===== config.mk =====
export PLATFORM = sky130hd
export DESIGN_NAME = pipe_ctrl_flat
export DESIGN_NICKNAME = d
export VERILOG_FILES = /design/src/rtl/pipe_ctrl_if.sv /design/src/rtl/pipe_ctrl.sv /design/src/flat_wrapper.sv
export SDC_FILE = /design/constraint.sdc
export NUM_CORES = 1
export LEC_CHECK = 0
export CORE_UTILIZATION = 44
export DETAILED_ROUTE_END_ITERATION = 10
export GPL_ROUTABILITY_DRIVEN = 0
export PLACE_DENSITY_LB_ADDON = 0.15
export SYNTH_ARGS = -nofsm -noshare
export SYNTH_HDL_FRONTEND = slang
export SYNTH_SLANG_ARGS = --single-unit
export TNS_END_PERCENT = 1

===== constraint.sdc =====
create_clock -name clk -period 7.95 [get_ports clk]
set_input_delay 2.385 -clock clk [delete_from_list [all_inputs] [get_ports clk]]
set_output_delay 2.385 -clock clk [all_outputs]
set_load 0.005 [all_outputs]

===== src/rtl/pipe_ctrl_if.sv =====
// Pipeline control bundle between the core datapath and pipe_ctrl.
//   master : core side; drives hazard/jump/MDU status, receives hold/flush/redirect controls.
//   slave  : controller side; the mirror image of master.
// Signals:
//   jump_en_i, jump_addr_i            taken jump/branch from ex and its target
//   id_rs{1,2}_addr_i, id_rs{1,2}_used_i  id-stage source operands
//   idex_load_i, idex_rd_addr_i       load flag and destination of the id_ex instruction
//   mdu_start_i, mdu_busy_i           multi-cycle execute unit status
//   hold_*_o, flush_*_o               stage freeze / bubble controls
//   pc_redirect_o, pc_target_o        PC redirect request and target
//   timeout_o, stall_cnt_o, state_o   sticky MDU timeout, stall counter, FSM state (debug)
interface pipe_ctrl_if;
    logic        jump_en_i;
    logic [31:0] jump_addr_i;
    logic [4:0]  id_rs1_addr_i;
    logic [4:0]  id_rs2_addr_i;
    logic        id_rs1_used_i;
    logic        id_rs2_used_i;
    logic        idex_load_i;
    logic [4:0]  idex_rd_addr_i;
    logic        mdu_start_i;
    logic        mdu_busy_i;
    logic        hold_pc_o;
    logic        hold_if_id_o;
    logic        hold_id_ex_o;
    logic        flush_if_id_o;
    logic        flush_id_ex_o;
    logic        pc_redirect_o;
    logic [31:0] pc_target_o;
    logic        timeout_o;
    logic [15:0] stall_cnt_o;
    logic [1:0]  state_o;

    modport master (
        output jump_en_i, jump_addr_i, id_rs1_addr_i, id_rs2_addr_i, id_rs1_used_i,
               id_rs2_used_i, idex_load_i, idex_rd_addr_i, mdu_start_i, mdu_busy_i,
        input  hold_pc_o, hold_if_id_o, hold_id_ex_o, flush_if_id_o, flush_id_ex_o,
               pc_redirect_o, pc_target_o, timeout_o, stall_cnt_o, state_o
    );

    modport slave (
        input  jump_en_i, jump_addr_i, id_rs1_addr_i, id_rs2_addr_i, id_rs1_used_i,
               id_rs2_used_i, idex_load_i, idex_rd_addr_i, mdu_start_i, mdu_busy_i,
        output hold_pc_o, hold_if_id_o, hold_id_ex_o, flush_if_id_o, flush_id_ex_o,
               pc_redirect_o, pc_target_o, timeout_o, stall_cnt_o, state_o
    );
endinterface


===== src/rtl/pipe_ctrl.sv =====
// Pipeline sequencing controller for the 3-stage core (if_id -> id -> id_ex -> ex).
// Produces hold/flush controls for pc_reg, if_id and id_ex plus the PC redirect on taken jumps.
// Priority: jump > multi-cycle (MDU) wait > load-use hazard.
// Ports:
//   clk   rising-edge clock
//   rst   asynchronous active-high reset
//   ctrl  pipe_ctrl_if.slave bundle (see rtl/pipe_ctrl_if.sv)
// Parameters:
//   FLUSH_CYCLES  cycles the flush outputs stay high per jump (1..7)
//   MDU_TIMEOUT   max cycles spent in MDU wait before the sticky timeout flag sets (2..255)
module pipe_ctrl #(
    parameter int unsigned FLUSH_CYCLES = 1,
    parameter int unsigned MDU_TIMEOUT  = 64
) (
    input logic       clk,
    input logic       rst,
    pipe_ctrl_if.slave ctrl
);

    typedef enum logic [1:0] {
        StRun       = 2'd0,
        StLoadStall = 2'd1,
        StMduWait   = 2'd2,
        StFlush     = 2'd3
    } state_e;

    localparam logic [2:0] FlushReload = 3'(FLUSH_CYCLES - 1);
    localparam logic [7:0] MduLast     = 8'(MDU_TIMEOUT - 1);

    state_e      state_q, state_d;
    logic [2:0]  flush_cnt_q, flush_cnt_d;
    logic [7:0]  to_cnt_q, to_cnt_d;
    logic        timeout_q, timeout_d;
    logic [15:0] stall_cnt_q, stall_cnt_d;
    logic [31:0] target_q, target_d;

    logic hazard;
    logic take_jump;
    logic hold_pc, hold_if_id, hold_id_ex;
    logic flush_if_id, flush_id_ex;

    // x0 is hardwired zero, so a load into it never creates a dependency.
    assign hazard = ctrl.idex_load_i && (ctrl.idex_rd_addr_i != 5'd0) &&
                    ((ctrl.id_rs1_used_i && (ctrl.id_rs1_addr_i == ctrl.idex_rd_addr_i)) ||
                     (ctrl.id_rs2_used_i && (ctrl.id_rs2_addr_i == ctrl.idex_rd_addr_i)));

    always_comb begin
        state_d     = state_q;
        flush_cnt_d = flush_cnt_q;
        to_cnt_d    = to_cnt_q;
        timeout_d   = timeout_q;
        take_jump   = 1'b0;
        hold_pc     = 1'b0;
        hold_if_id  = 1'b0;
        hold_id_ex  = 1'b0;
        flush_if_id = 1'b0;
        flush_id_ex = 1'b0;

        // Mealy outputs are forced quiet while reset is held.
        if (!rst) begin
            unique case (state_q)
                // LOAD_STALL only lasts one cycle; it re-evaluates exactly like RUN.
                StRun, StLoadStall: begin
                    state_d = StRun;
                    if (ctrl.jump_en_i) begin
                        take_jump   = 1'b1;
                        flush_if_id = 1'b1;
                        flush_id_ex = 1'b1;
                        flush_cnt_d = FlushReload;
                        if (FLUSH_CYCLES > 1) state_d = StFlush;
                    end else if (ctrl.mdu_start_i) begin
                        hold_pc    = 1'b1;
                        hold_if_id = 1'b1;
                        hold_id_ex = 1'b1;
                        to_cnt_d   = 8'd0;
                        state_d    = StMduWait;
                    end else if (hazard) begin
                        hold_pc     = 1'b1;
                        hold_if_id  = 1'b1;
                        flush_id_ex = 1'b1;
                        state_d     = StLoadStall;
                    end
                end
                // ex owns the multi-cycle op, so jumps are not looked at here.
                StMduWait: begin
                    if (ctrl.mdu_busy_i) begin
                        hold_pc    = 1'b1;
                        hold_if_id = 1'b1;
                        hold_id_ex = 1'b1;
                        if (to_cnt_q == MduLast) begin
                            timeout_d = 1'b1;
                            state_d   = StRun;
                        end else begin
                            to_cnt_d = to_cnt_q + 8'd1;
                        end
                    end else begin
                        state_d = StRun;
                    end
                end
                // Flushed slots are NOPs: hazards and MDU starts are irrelevant here.
                StFlush: begin
                    flush_if_id = 1'b1;
                    flush_id_ex = 1'b1;
                    if (ctrl.jump_en_i) begin
                        take_jump   = 1'b1;
                        flush_cnt_d = FlushReload;
                    end else if (flush_cnt_q <= 3'd1) begin
                        state_d = StRun;
                    end else begin
                        flush_cnt_d = flush_cnt_q - 3'd1;
                    end
                end
                default: state_d = StRun;
            endcase
        end
    end

    assign target_d    = take_jump ? ctrl.jump_addr_i : target_q;
    assign stall_cnt_d = (hold_pc && (stall_cnt_q != 16'hFFFF)) ? stall_cnt_q + 16'd1
                                                                : stall_cnt_q;

    always_ff @(posedge clk or posedge rst) begin
        if (rst) begin
            state_q     <= StRun;
            flush_cnt_q <= 3'd0;
            to_cnt_q    <= 8'd0;
            timeout_q   <= 1'b0;
            stall_cnt_q <= 16'd0;
            target_q    <= 32'd0;
        end else begin
            state_q     <= state_d;
            flush_cnt_q <= flush_cnt_d;
            to_cnt_q    <= to_cnt_d;
            timeout_q   <= timeout_d;
            stall_cnt_q <= stall_cnt_d;
            target_q    <= target_d;
        end
    end

    assign ctrl.hold_pc_o     = hold_pc;
    assign ctrl.hold_if_id_o  = hold_if_id;
    assign ctrl.hold_id_ex_o  = hold_id_ex;
    assign ctrl.flush_if_id_o = flush_if_id;
    assign ctrl.flush_id_ex_o = flush_id_ex;
    assign ctrl.pc_redirect_o = take_jump;
    // The new target is visible in the jump cycle itself, then held from the register.
    assign ctrl.pc_target_o   = target_d;
    assign ctrl.timeout_o     = timeout_q;
    assign ctrl.stall_cnt_o   = stall_cnt_q;
    assign ctrl.state_o       = state_q;

endmodule

===== src/flat_wrapper.sv =====
// flat-port wrapper written by rule: the top's interface ports become plain ports
module pipe_ctrl_flat 
#(
    parameter int unsigned FLUSH_CYCLES = 1,
    parameter int unsigned MDU_TIMEOUT  = 64
)
  (clk, rst, ctrl_jump_en_i, ctrl_jump_addr_i, ctrl_id_rs1_addr_i, ctrl_id_rs2_addr_i, ctrl_id_rs1_used_i, ctrl_id_rs2_used_i, ctrl_idex_load_i, ctrl_idex_rd_addr_i, ctrl_mdu_start_i, ctrl_mdu_busy_i, ctrl_hold_pc_o, ctrl_hold_if_id_o, ctrl_hold_id_ex_o, ctrl_flush_if_id_o, ctrl_flush_id_ex_o, ctrl_pc_redirect_o, ctrl_pc_target_o, ctrl_timeout_o, ctrl_stall_cnt_o, ctrl_state_o);
  pipe_ctrl_if ctrl_i ();
  input logic clk;
  input logic rst;
  input wire logic [$bits(ctrl_i.jump_en_i)-1:0] ctrl_jump_en_i;
  input wire logic [$bits(ctrl_i.jump_addr_i)-1:0] ctrl_jump_addr_i;
  input wire logic [$bits(ctrl_i.id_rs1_addr_i)-1:0] ctrl_id_rs1_addr_i;
  input wire logic [$bits(ctrl_i.id_rs2_addr_i)-1:0] ctrl_id_rs2_addr_i;
  input wire logic [$bits(ctrl_i.id_rs1_used_i)-1:0] ctrl_id_rs1_used_i;
  input wire logic [$bits(ctrl_i.id_rs2_used_i)-1:0] ctrl_id_rs2_used_i;
  input wire logic [$bits(ctrl_i.idex_load_i)-1:0] ctrl_idex_load_i;
  input wire logic [$bits(ctrl_i.idex_rd_addr_i)-1:0] ctrl_idex_rd_addr_i;
  input wire logic [$bits(ctrl_i.mdu_start_i)-1:0] ctrl_mdu_start_i;
  input wire logic [$bits(ctrl_i.mdu_busy_i)-1:0] ctrl_mdu_busy_i;
  output wire logic [$bits(ctrl_i.hold_pc_o)-1:0] ctrl_hold_pc_o;
  output wire logic [$bits(ctrl_i.hold_if_id_o)-1:0] ctrl_hold_if_id_o;
  output wire logic [$bits(ctrl_i.hold_id_ex_o)-1:0] ctrl_hold_id_ex_o;
  output wire logic [$bits(ctrl_i.flush_if_id_o)-1:0] ctrl_flush_if_id_o;
  output wire logic [$bits(ctrl_i.flush_id_ex_o)-1:0] ctrl_flush_id_ex_o;
  output wire logic [$bits(ctrl_i.pc_redirect_o)-1:0] ctrl_pc_redirect_o;
  output wire logic [$bits(ctrl_i.pc_target_o)-1:0] ctrl_pc_target_o;
  output wire logic [$bits(ctrl_i.timeout_o)-1:0] ctrl_timeout_o;
  output wire logic [$bits(ctrl_i.stall_cnt_o)-1:0] ctrl_stall_cnt_o;
  output wire logic [$bits(ctrl_i.state_o)-1:0] ctrl_state_o;
  assign ctrl_i.jump_en_i = ctrl_jump_en_i;
  assign ctrl_i.jump_addr_i = ctrl_jump_addr_i;
  assign ctrl_i.id_rs1_addr_i = ctrl_id_rs1_addr_i;
  assign ctrl_i.id_rs2_addr_i = ctrl_id_rs2_addr_i;
  assign ctrl_i.id_rs1_used_i = ctrl_id_rs1_used_i;
  assign ctrl_i.id_rs2_used_i = ctrl_id_rs2_used_i;
  assign ctrl_i.idex_load_i = ctrl_idex_load_i;
  assign ctrl_i.idex_rd_addr_i = ctrl_idex_rd_addr_i;
  assign ctrl_i.mdu_start_i = ctrl_mdu_start_i;
  assign ctrl_i.mdu_busy_i = ctrl_mdu_busy_i;
  assign ctrl_hold_pc_o = ctrl_i.hold_pc_o;
  assign ctrl_hold_if_id_o = ctrl_i.hold_if_id_o;
  assign ctrl_hold_id_ex_o = ctrl_i.hold_id_ex_o;
  assign ctrl_flush_if_id_o = ctrl_i.flush_if_id_o;
  assign ctrl_flush_id_ex_o = ctrl_i.flush_id_ex_o;
  assign ctrl_pc_redirect_o = ctrl_i.pc_redirect_o;
  assign ctrl_pc_target_o = ctrl_i.pc_target_o;
  assign ctrl_timeout_o = ctrl_i.timeout_o;
  assign ctrl_stall_cnt_o = ctrl_i.stall_cnt_o;
  assign ctrl_state_o = ctrl_i.state_o;
  pipe_ctrl #(.FLUSH_CYCLES(FLUSH_CYCLES), .MDU_TIMEOUT(MDU_TIMEOUT)) u_core (.clk(clk), .rst(rst), .ctrl(ctrl_i));
endmodule

==> run metrics <==
status finished with violations; failing checks design-rule violations; Yosys reg bits 62; maximum buffer depth of the clock tree 2; R2R Path Start u_core.ctrl.stall_cnt_o[0]; Critical Path Max Stage Delay 0.54 ns; leading cell types in the layout, fill and taps excluded 111 x clkdlybuf4s50_1, 62 x dfrtp_1, 32 x mux2_2; share of the synthesized area in the top cell type 52.39%; chip height 84.04 um; kind of critical path in -> out; Setup violations, final 0; Mapped Area 2962 um^2; insertion delay to the later sink of the worst-skew pair 0.33 ns; vias in the first global route 2278; Port-buffer cells 111; clk_skew 0.01060 ns; Power Dens Cells 226.6 nW/um^2; Rows 29; CP Max Fanout 8; most frequent CP cell clkdlybuf4s50_1; pin count of the biggest net entering global routing 66; sequential share of the synthesized area 52.39%; worst setup path endpoint ctrl_hold_pc_o; via count 2320; EDFF count, synth 0; TritonRoute pass-1 iters 7; number of synthesis warnings 0; critical path launch point ctrl_jump_en_i; number of fill cells in the layout 502; core area 6422 um^2; startpoint type of the worst setup path input port; GRT met3 Usage 5.341%; I/O Pins 112; fin nets 431; CTS Buf Count 9; share of cells above drive strength 1 16.00%; Post-DRT Antenna Nets 0; cell at the root of the clock tree clkbuf_8; CP bufs+invs 3; crit end category output port; post-synth net total 314; vias per cell 5.133; Max Cap Viol 0; die area 7063 um^2; Final Slew Violations 0; main flop type after synthesis dfrtp_1; post-synth cell types 47; Placed Area 4143 um^2; crit path cell chain clkdlybuf4s50_1, or3b_4, a221o_1, inv_1, a31o_2, clkdlybuf4s50_1; Post-CTS Setup Bufs 0; crit path DAT 4.47 ns; leading cell type in the layout, fill and taps excluded clkdlybuf4s50_1; slowest stage cell, crit path clkdlybuf4s50_1; Residual DRC 1; level count of the clock H-tree 3; global-route wire length before repair 11120 um; Leak 0.001839 uW; Achievable Freq 145.8 MHz; fin util 67.41%; Hold Crit Class reg -> reg; Die W 84.04 um; clock transition at the registers of the reported paths 0.07 ns; slew margin rel. 43.47%; busiest grt layer met2; WP depth 6; setup tns final 0 ns; Critical Path RT 5.57 ns; fin crit period 6.857 ns; Total Wirelength 6633 um; TritonCTS clock tree built; CTS Hold Buffers Added 0; DP HPWL 4838 um; Final Cell Area 4329 um^2; Post-synth ARST share 100.0%; Synth Instances 255; crit-path leading delay family buffers and inverters; DR iter-0 viols 75; worst slew pin tran 0.8415 ns; met2 Usage GRT 32.12%; Ant. Diodes 0; maximum vdd drop 0.1467 mV; clock sink count 62; hold path depth 1; Initial Utilization 46.11%; post_cts resized 0; r2r setup slk 5.69 ns; area leader, netlist dfrtp_1; Critical R2R Capture u_core.ctrl.stall_cnt_o[1]; post-synthesis average cell area 11.61 um^2; antenna violations before repair 0; Layout area overhead 46.18%; Final Hold Fails 0; FF-to-FF path depth 6; grt total ovfl 0; WL/cell 14.67 um; RSZ-0062 raised after global routing no; Final period util 86.25%; met1 Usage GRT 26.12%; gr usage total 19.99%; main area contributors after synthesis dfrtp_1 52%, mux2_2 12%, xor2_1 4.7%, xnor2_1 4.1%, nor2_1 2.3%
-- through the flow --
step	hold slack [ns]	worst slack, ns	total power (uW)	cells
3_5_place_dp	0.4498	1.100	723.6	438
4_1_cts	0.4687	1.087	993.0	452
2_1_floorplan	0.4510	0.7116	545.1	255
5_1_grt	0.4767	0.9424	1035	452
6_report	0.4626	1.093	981.1	452
3_3_place_gp	0.4439	1.125	718.2	438
-- report_power, final --
part / internal [uW] / total (uW) / switching, uW / leakage [uW]
logic: 189 / 292 / 103 / 0.000971
registers: 380 / 424 / 44.7 / 0.000769
clock network: 149 / 265 / 115 / 0.0000980
total: 718 / 981 / 263 / 0.00184
-- cell usage after synthesis (all sizes together), types with 2 or more instances --
cell     n
a21o     3
nand2b   2
nand4    9
mux2    33
nor3     9
o21ai    6
inv     12
nand3    8
nand2   15
xnor2   14
o21a     2
clkbuf   2
a31oi    3
buf      5
and3     5
dfrtp   62
a21oi    4
ha       4
nor4     4
nor2    19
xor2    16
-- layer usage --
layer	routed length [um]	up-vias
li1	-	1127
met1	3009	1129
met2	3196	56
met3	352	8
met4	74	0
met5	0	-
-- registers in the layout, summed over array words and instances, names as in the netlist --
signal / flops
u_core.ctrl.timeout_o: 1
u_core.ctrl.stall_cnt_o: 16
u_core.ctrl.state_o: 2
u_core.target_q: 32
u_core.flush_cnt_q: 3
u_core.to_cnt_q: 8
-- cells by family after synthesis --
| logic type | count (synthesis) | synth area share (%) |
|---|---|---|
| fa+ha+maj | 4 | 1.690 |
| compound gates | 28 | 6.845 |
| flops | 62 | 52.39 |
| buf+inv | 19 | 2.915 |
| mux | 33 | 12.55 |
| simple gates | 79 | 14.74 |
| xor+xnor | 30 | 8.872 |
-- final cells by class --
class | count | area, um^2 | share of cell area (%)
clock buffers | 10 | 137.6 | 3.179
flip-flops and latches | 62 | 1551 | 35.84
inverters | 12 | 45.04 | 1.040
well taps | 77 | 96.34 | 2.225
clock inverters | 4 | 48.80 | 1.127
repair buffers | 113 | 1126 | 26.01
multi-input cells | 174 | 1324 | 30.58
-- worst min path at each step --
stage | from | endpoint | slack (ns)
2_1_floorplan | u_core.ctrl.timeout_o | u_core.ctrl.timeout_o | 0.45
3_3_place_gp | u_core.ctrl.timeout_o | u_core.ctrl.timeout_o | 0.44
3_5_place_dp | u_core.ctrl.timeout_o | u_core.ctrl.timeout_o | 0.45
4_1_cts | u_core.ctrl.timeout_o | u_core.ctrl.timeout_o | 0.47
5_1_grt | u_core.ctrl.timeout_o | u_core.ctrl.timeout_o | 0.48
6_report | u_core.ctrl.timeout_o | u_core.ctrl.timeout_o | 0.46
Note: power is estimated with default switching activity, not from simulation.
